## config.mk

```make
export PLATFORM = sky130hd
export DESIGN_NAME = mux_scan_ctrl
export DESIGN_NICKNAME = d
export VERILOG_FILES = /design/src/rtl/mux_scan_ctrl.sv
export SDC_FILE = /design/constraint.sdc
export NUM_CORES = 1
export LEC_CHECK = 0
export CORE_UTILIZATION = 35
export DETAILED_ROUTE_END_ITERATION = 6
export MAX_ROUTING_LAYER = met4
export SYNTH_ARGS = -nofsm -noshare
export SYNTH_HDL_FRONTEND = slang
export SYNTH_SLANG_ARGS = --single-unit
```

## constraint.sdc

```tcl
create_clock -name clk -period 2.43 [get_ports clk]
set_input_delay 0.729 -clock clk [delete_from_list [all_inputs] [get_ports clk]]
set_output_delay 0.729 -clock clk [all_outputs]
set_load 0.005 [all_outputs]
```

## src/rtl/mux_scan_ctrl.sv

```systemverilog
// Scan sequencer for a 4:1 select mux: steps the selects through channels 0..3,
// samples the mux output after a programmable dwell and emits a 4-bit frame.
module mux_scan_ctrl #(
  parameter int DWELL = 2
) (
  input  logic       clk,
  input  logic       rst_n,
  input  logic       start,
  input  logic       cont,
  input  logic       mux_out,
  output logic       s0,
  output logic       s1,
  output logic [3:0] frame,
  output logic       frame_valid,
  input  logic       frame_ready,
  output logic       busy,
  output logic       overrun,
  output logic       dbg_state
);

  typedef enum logic {
    ST_IDLE = 1'b0,
    ST_SCAN = 1'b1
  } state_t;

  localparam logic [7:0] DWELL_LAST = 8'(DWELL - 1);

  state_t     r_state;
  logic [7:0] r_dcnt;
  logic [1:0] r_ch;
  logic [2:0] r_shadow;
  logic [3:0] r_frame;
  logic       r_frame_valid;
  logic       r_overrun;

  state_t     w_state_nxt;
  logic [7:0] w_dcnt_nxt;
  logic [1:0] w_ch_nxt;
  logic [2:0] w_shadow_nxt;
  logic [3:0] w_frame_nxt;
  logic       w_frame_valid_nxt;
  logic       w_overrun_nxt;
  logic       w_accept;

  // Handshake: a frame transfers on any edge where frame_valid && frame_ready.
  // frame holds while valid and not accepted; a completion arriving on an
  // accept edge replaces the frame, otherwise a completion while valid drops.
  assign w_accept = r_frame_valid & frame_ready;

  always_comb begin
    w_state_nxt       = r_state;
    w_dcnt_nxt        = r_dcnt;
    w_ch_nxt          = r_ch;
    w_shadow_nxt      = r_shadow;
    w_frame_nxt       = r_frame;
    w_frame_valid_nxt = r_frame_valid;
    w_overrun_nxt     = r_overrun;

    if (w_accept) begin
      w_frame_valid_nxt = 1'b0;
    end

    case (r_state)
      ST_IDLE: begin
        w_dcnt_nxt = 8'd0;
        w_ch_nxt   = 2'd0;
        if (start) begin
          w_state_nxt   = ST_SCAN;
          w_overrun_nxt = 1'b0;
        end
      end
      ST_SCAN: begin
        if (r_dcnt != DWELL_LAST) begin
          w_dcnt_nxt = r_dcnt + 8'd1;
        end else begin
          w_dcnt_nxt = 8'd0;
          case (r_ch)
            2'd0: w_shadow_nxt[0] = mux_out;
            2'd1: w_shadow_nxt[1] = mux_out;
            2'd2: w_shadow_nxt[2] = mux_out;
            default: begin
              if (!r_frame_valid || w_accept) begin
                w_frame_nxt       = {mux_out, r_shadow};
                w_frame_valid_nxt = 1'b1;
              end else begin
                w_overrun_nxt = 1'b1;
              end
              if (!cont) begin
                w_state_nxt = ST_IDLE;
              end
            end
          endcase
          // ch3 wraps to 0, giving back-to-back frames in continuous mode
          w_ch_nxt = r_ch + 2'd1;
        end
      end
      default: begin
        w_state_nxt = ST_IDLE;
      end
    endcase
  end

  always_ff @(posedge clk or negedge rst_n) begin
    if (!rst_n) begin
      r_state       <= ST_IDLE;
      r_dcnt        <= 8'd0;
      r_ch          <= 2'd0;
      r_shadow      <= 3'd0;
      r_frame       <= 4'd0;
      r_frame_valid <= 1'b0;
      r_overrun     <= 1'b0;
    end else begin
      r_state       <= w_state_nxt;
      r_dcnt        <= w_dcnt_nxt;
      r_ch          <= w_ch_nxt;
      r_shadow      <= w_shadow_nxt;
      r_frame       <= w_frame_nxt;
      r_frame_valid <= w_frame_valid_nxt;
      r_overrun     <= w_overrun_nxt;
    end
  end

  assign s0          = r_ch[1];
  assign s1          = r_ch[0];
  assign frame       = r_frame;
  assign frame_valid = r_frame_valid;
  assign busy        = (r_state == ST_SCAN);
  assign overrun     = r_overrun;
  assign dbg_state   = r_state;

endmodule

```

## After elaboration in Yosys (flattened, before gate mapping)

Cells that the tools add are included.

- Word-level logic and storage cells: 50
- Input port bits: 6
- Register bits: 20
- Output and inout bits: 10

- Reduce and logical (&&, ||, !) cells: 9
- Mux-type cells: 19
- Bitwise operators: 4
- Equality and inequality tests: 7
- Add/subtract/negate cells: 2

Operators by type and width:

| operator | count |
|---|---|
| 8-bit case mux with 2 select lines | 1 |
| 1-bit two-way mux | 13 |
| 3-bit AND reduction | 3 |
| 8-bit by 1-bit adder with 8-bit output (second input constant) | 1 |
| 8-bit two-way mux | 1 |
| 2-bit != test (second input constant) | 4 |
| 8-bit by 1-bit != test with 1-bit output (second input constant) | 1 |
| 4-bit AND reduction | 2 |
| 1-bit case mux with 2 select lines | 2 |
| 2-bit case mux with 2 select lines | 1 |
| 1-bit NOT | 3 |
| 3-bit OR reduction | 1 |
| 2-bit by 1-bit adder with 2-bit output (second input constant) | 1 |
| 2-bit by 1-bit equality test with 1-bit output (second input constant) | 1 |
| 2-bit equality test (second input constant) | 1 |
| 2-bit logical NOT | 1 |
| 2-bit two-way mux | 1 |
| 1-bit bitwise AND | 1 |
| 1-bit logical NOT | 1 |
| 1-bit logical OR | 1 |

## Logic depth before layout (Yosys ltp)

- Depth after elaboration: 6
- Depth in mapped cells: 5

## Least setup slack after synthesis

Ideal clock, no wire load.

- Path kind: reg-to-reg
- Start: reg r_dcnt[1]
- End: reg r_frame[2] (netlist: frame[2])
- Period minus slack after synthesis: 1.568 ns
- Setup time: 0.128 ns
- Path slack: 0.862 ns
- Cell stages (with the launch flop): 6
- Arrival time: 1.440 ns
- Path through: dfrtp_1 inv_1 ha_1 nor4b_4 nand4_4 mux2_1

- Word-level cells in the longest chain between the ends: 3

Ends and longest elaborated chain:

| element | RTL line | text |
|---|---|---|
| from (decl) | 29 | `logic [7:0] r_dcnt;` |
| from (signal assigned) | 114 | `r_dcnt <= w_dcnt_nxt;` |
| 8-bit by 1-bit != test with 1-bit output | 73 | `if (r_dcnt != DWELL_LAST) begin` |
| 1-bit NOT (no line) | n/a |  |
| 4-bit AND reduction (no line) | n/a |  |
| to (signal assigned) | 117 | `r_frame <= w_frame_nxt;` |
| to (decl) | 32 | `logic [3:0] r_frame;` |

Every way passes these cells.
A chain may end at the register's enable or synchronous reset.

## Worst setup path after layout

- Start: reg r_state (netlist: busy)
- End: out busy

RTL lines:

| element | RTL line | text |
|---|---|---|
| from (decl) | 28 | `state_t r_state;` |
| from (signal assigned) | 113 | `r_state <= w_state_nxt;` |
| to (decl) | 16 | `output logic busy,` |

No word-level cell between the ends.

==> impl_metrics.csv <==
group,metric,value,unit
synth,avgSynthCellArea,11.4,um^2
synth,ys_seq_area_share,49.8,%
synth,synth_simple_gate_area_share,20.7,%
critical_path,slowest_stage,"clkdlybuf4s50_1",
critical_path,worst-setup-path-type,"reg2out",
synth,synthTopCellsByCount,"20 x dfrtp_1, 10 x nand3_1, 6 x ha_1, 6 x mux2_2, 6 x o21ai_0",
timing,setup_viol,0,
synth,synth_fp_nets,100,
layout,seq_area,500,um^2
grt,grt_pass1_wl,3070,um
grt,grt_start_max_net_pins,21,
critical_path,path_delay_family,"buffers and inverters",
routing,drc,0,
critical_path,cp_cell_sequence,"clkdlybuf4s50_1",
timing,hold_viol,0,
floorplanning,die_x,55.6,um
routing,ant_nets,0,
layout,fillCellCount,255,
floorplanning,start_util,36.8,%
critical_path,crit_path_max_fanout,7,
pwr,p_leak,0.000522,uW
cts,post_cts_buffers,0,
floorplanning,ios,16,
routing,vias,698,
layout,synthToLayoutAreaGrowth,21.4,%
synth,ys_ff_latch,20,
flow_run,cap_violations,0,
routing,drtPass1Iterations,2,
synth,async_flop_share,100,%
grt,antenna_found_initial,0,
cts,clk_latency,0.31,ns
critical_path,crit_arrival,1.35,ns
critical_path,start_kind,"flip-flop",
synth,syn-instance-count,88,
pwr,ir_drop,536,uV
critical_path,required,1.70,ns
synth,synth_xor_area_share,2.62,%
routing,first_iter_violations,6,
layout,multi_input_area,468,um^2
synth,synth_area_leaders,"dfrtp_1 50%, ha_1 7.5%, mux2_2 6.7%, nand3_1 5.0%, nor4b_4 4.7%",
routing,wl_per_cell,13.2,um
timing,fin_worst_skew,0.00278,ns
timing,timing.final.crit_share,85.7,%
cts,clkSinkCount,20,
layout,n_antenna_cell,0,
cts,htreeDepth,1,
synth,synth_adder_area_share,7.47,%
synth,synthMostInstantiatedCell,"dfrtp_1",
synth,synth_area,0.00100,mm^2
timing,worst_slack,0.348,ns
synth,synth_top_family_by_area,"simple AND/OR/NAND/NOR gates",
status,outcome,"completed",
floorplanning,core_area,0.00273,mm^2
timing,final.setup.tns,0,ns
pwr,power,1340,uW
critical_path,crit_path_end_kind,"output pin",
placed_design,io_buffer_count,15,
grt,grt_pass1_vias,719,
synth,synth_top_area_share,49.8,%
synth,yosysWarnings,0,
hold_path,hp-class,"reg2reg",
synth,synth_flop_cell,"dfrtp_1",
cts,clockBufferDepth,2,
floorplanning,die_area,0.00309,mm^2
critical_path,cp_num_buf_inv,1,
layout,final_nets,118,
timing,finalMaxSlewViolations,0,
timing,rsz0062_at_grt,"false",
timing,max_slew_margin,66.3,%
floorplanning,die_h,55.6,um
floorplanning,rows,19,
synth,synthMuxAreaShare,7.85,%
routing,routed_wl,1790,um
timing,max_freq,0.480,GHz
cts,cts.reportedPaths.clkPinSlew,0.12,ns
synth,synth_edf_count,0,
cts,cts_hold_buf,0,
placed_design,post-dp-hpwl,1340,um
pwr,powerDensity,1100,mW/mm^2
synth,yosysTopAreaCell,"dfrtp_1",
synth,ys_types,24,
cts,cts_root_buf,"clkbuf_4",
placed_design,place_ws,0.449,ns
cts,cts_resized,0,
cts,cts_tree,"done",
layout,drive_gt1_share,14.3,%
critical_path,max_stage_delay,0.55,ns
routing,vias_per_cell,5.13,
timing,worstMarginPinSlew,0.503,ns
cts,numCtsBuffers,3,
grt,grt-ovfl-total,0,
timing,finalCriticalPeriod,2.08,ns
synth,synth_compound_area_share,7.97,%
placed_design,gp_congestion,0.732,
grt,grt_usage,13.1,%
==> report_power, final <==
group | total (uW) | switching [uW] | internal (uW)
clock | 200 | 108 | 91.5
sequential | 607 | 145 | 462
combinational | 532 | 242 | 290
==> layout make-up <==
type	instances	area share (%)
flip-flops and latches	20	41.0
well taps	31	3.18
inverters	5	1.54
repair buffers	16	12.9
clock buffers	4	2.97
multi-input cells	60	38.4
==> worst paths after layout <==
kind                        startpoint          end  slack, ns  cells past startpoint
hold / removal             r_shadow[2]     frame[2]       0.50                      1
min in group asynchronous        rst_n  frame_valid       0.75                      2
setup reg to reg             r_dcnt[1]     frame[2]       0.71                      5
hold reg to reg            r_shadow[2]     frame[2]       0.50                      1
max in group asynchronous        rst_n    r_dcnt[5]       1.48                      2
setup / recovery                  busy         busy       0.35                      1
==> registers in the layout (all words and copies together), names as in the netlist <==
signal and flops:
frame 4, r_ch 2, busy 1, frame_valid 1, r_shadow 3, r_dcnt 8, overrun 1
==> kinds of logic (layout without fill, tap and decap cells) <==
family                   after synthesis  in the layout
flip-flops                            20             20
buffers and inverters                  8             25
adder cells (fa/ha/maj)                6              6
AND/OR/NAND/NOR                       30             30
multiplexers                           7              7
AO/OA/AOI/OAI                         14             14
XOR/XNOR                               3              3
==> worst register-to-register path: cells and delay by family (launching register included) <==
kind	cells	cell delay, ns
multiplexers	1	0.34
buffers and inverters	1	0.06
AND/OR/NAND/NOR	2	0.65
flip-flops	1	0.41
adder cells (fa/ha/maj)	1	0.16
==> per-stage QoR <==
step / cells / instance area, um^2 / util (%) / hold WS, ns
2_1_floorplan: 88 / 1000 / - / 0.433
3_3_place_gp: 132 / 1180 / 43.3 / 0.464
3_5_place_dp: 132 / 1180 / 43.3 / 0.474
4_1_cts: 136 / 1220 / 44.6 / 0.501
5_1_grt: 136 / 1220 / 44.6 / 0.508
6_report: 136 / 1220 / 44.6 / 0.498
==> cell usage in the layout (no fill, tap or decap), types with 4 or more instances in the layout <==
cell             netlist  routed
nor2_1                 5       5
o21ai_0                6       6
ha_1                   6       6
a21oi_1                5       5
clkdlybuf4s50_1        0      15
nand3_1               10      10
inv_1                  5       5
or3_1                  4       4
dfrtp_1               20      20
mux2_2                 6       6
==> layer usage <==
metal,vias to the layer above,global-route usage (%),part of all wire (%)
li1,343,-,-
met1,337,14.9,43
met2,13,21.9,51
met3,5,3.02,3.4
met4,0,6.43,2.2
met5,-,-,0
Note: power is estimated with default switching activity, not from simulation.
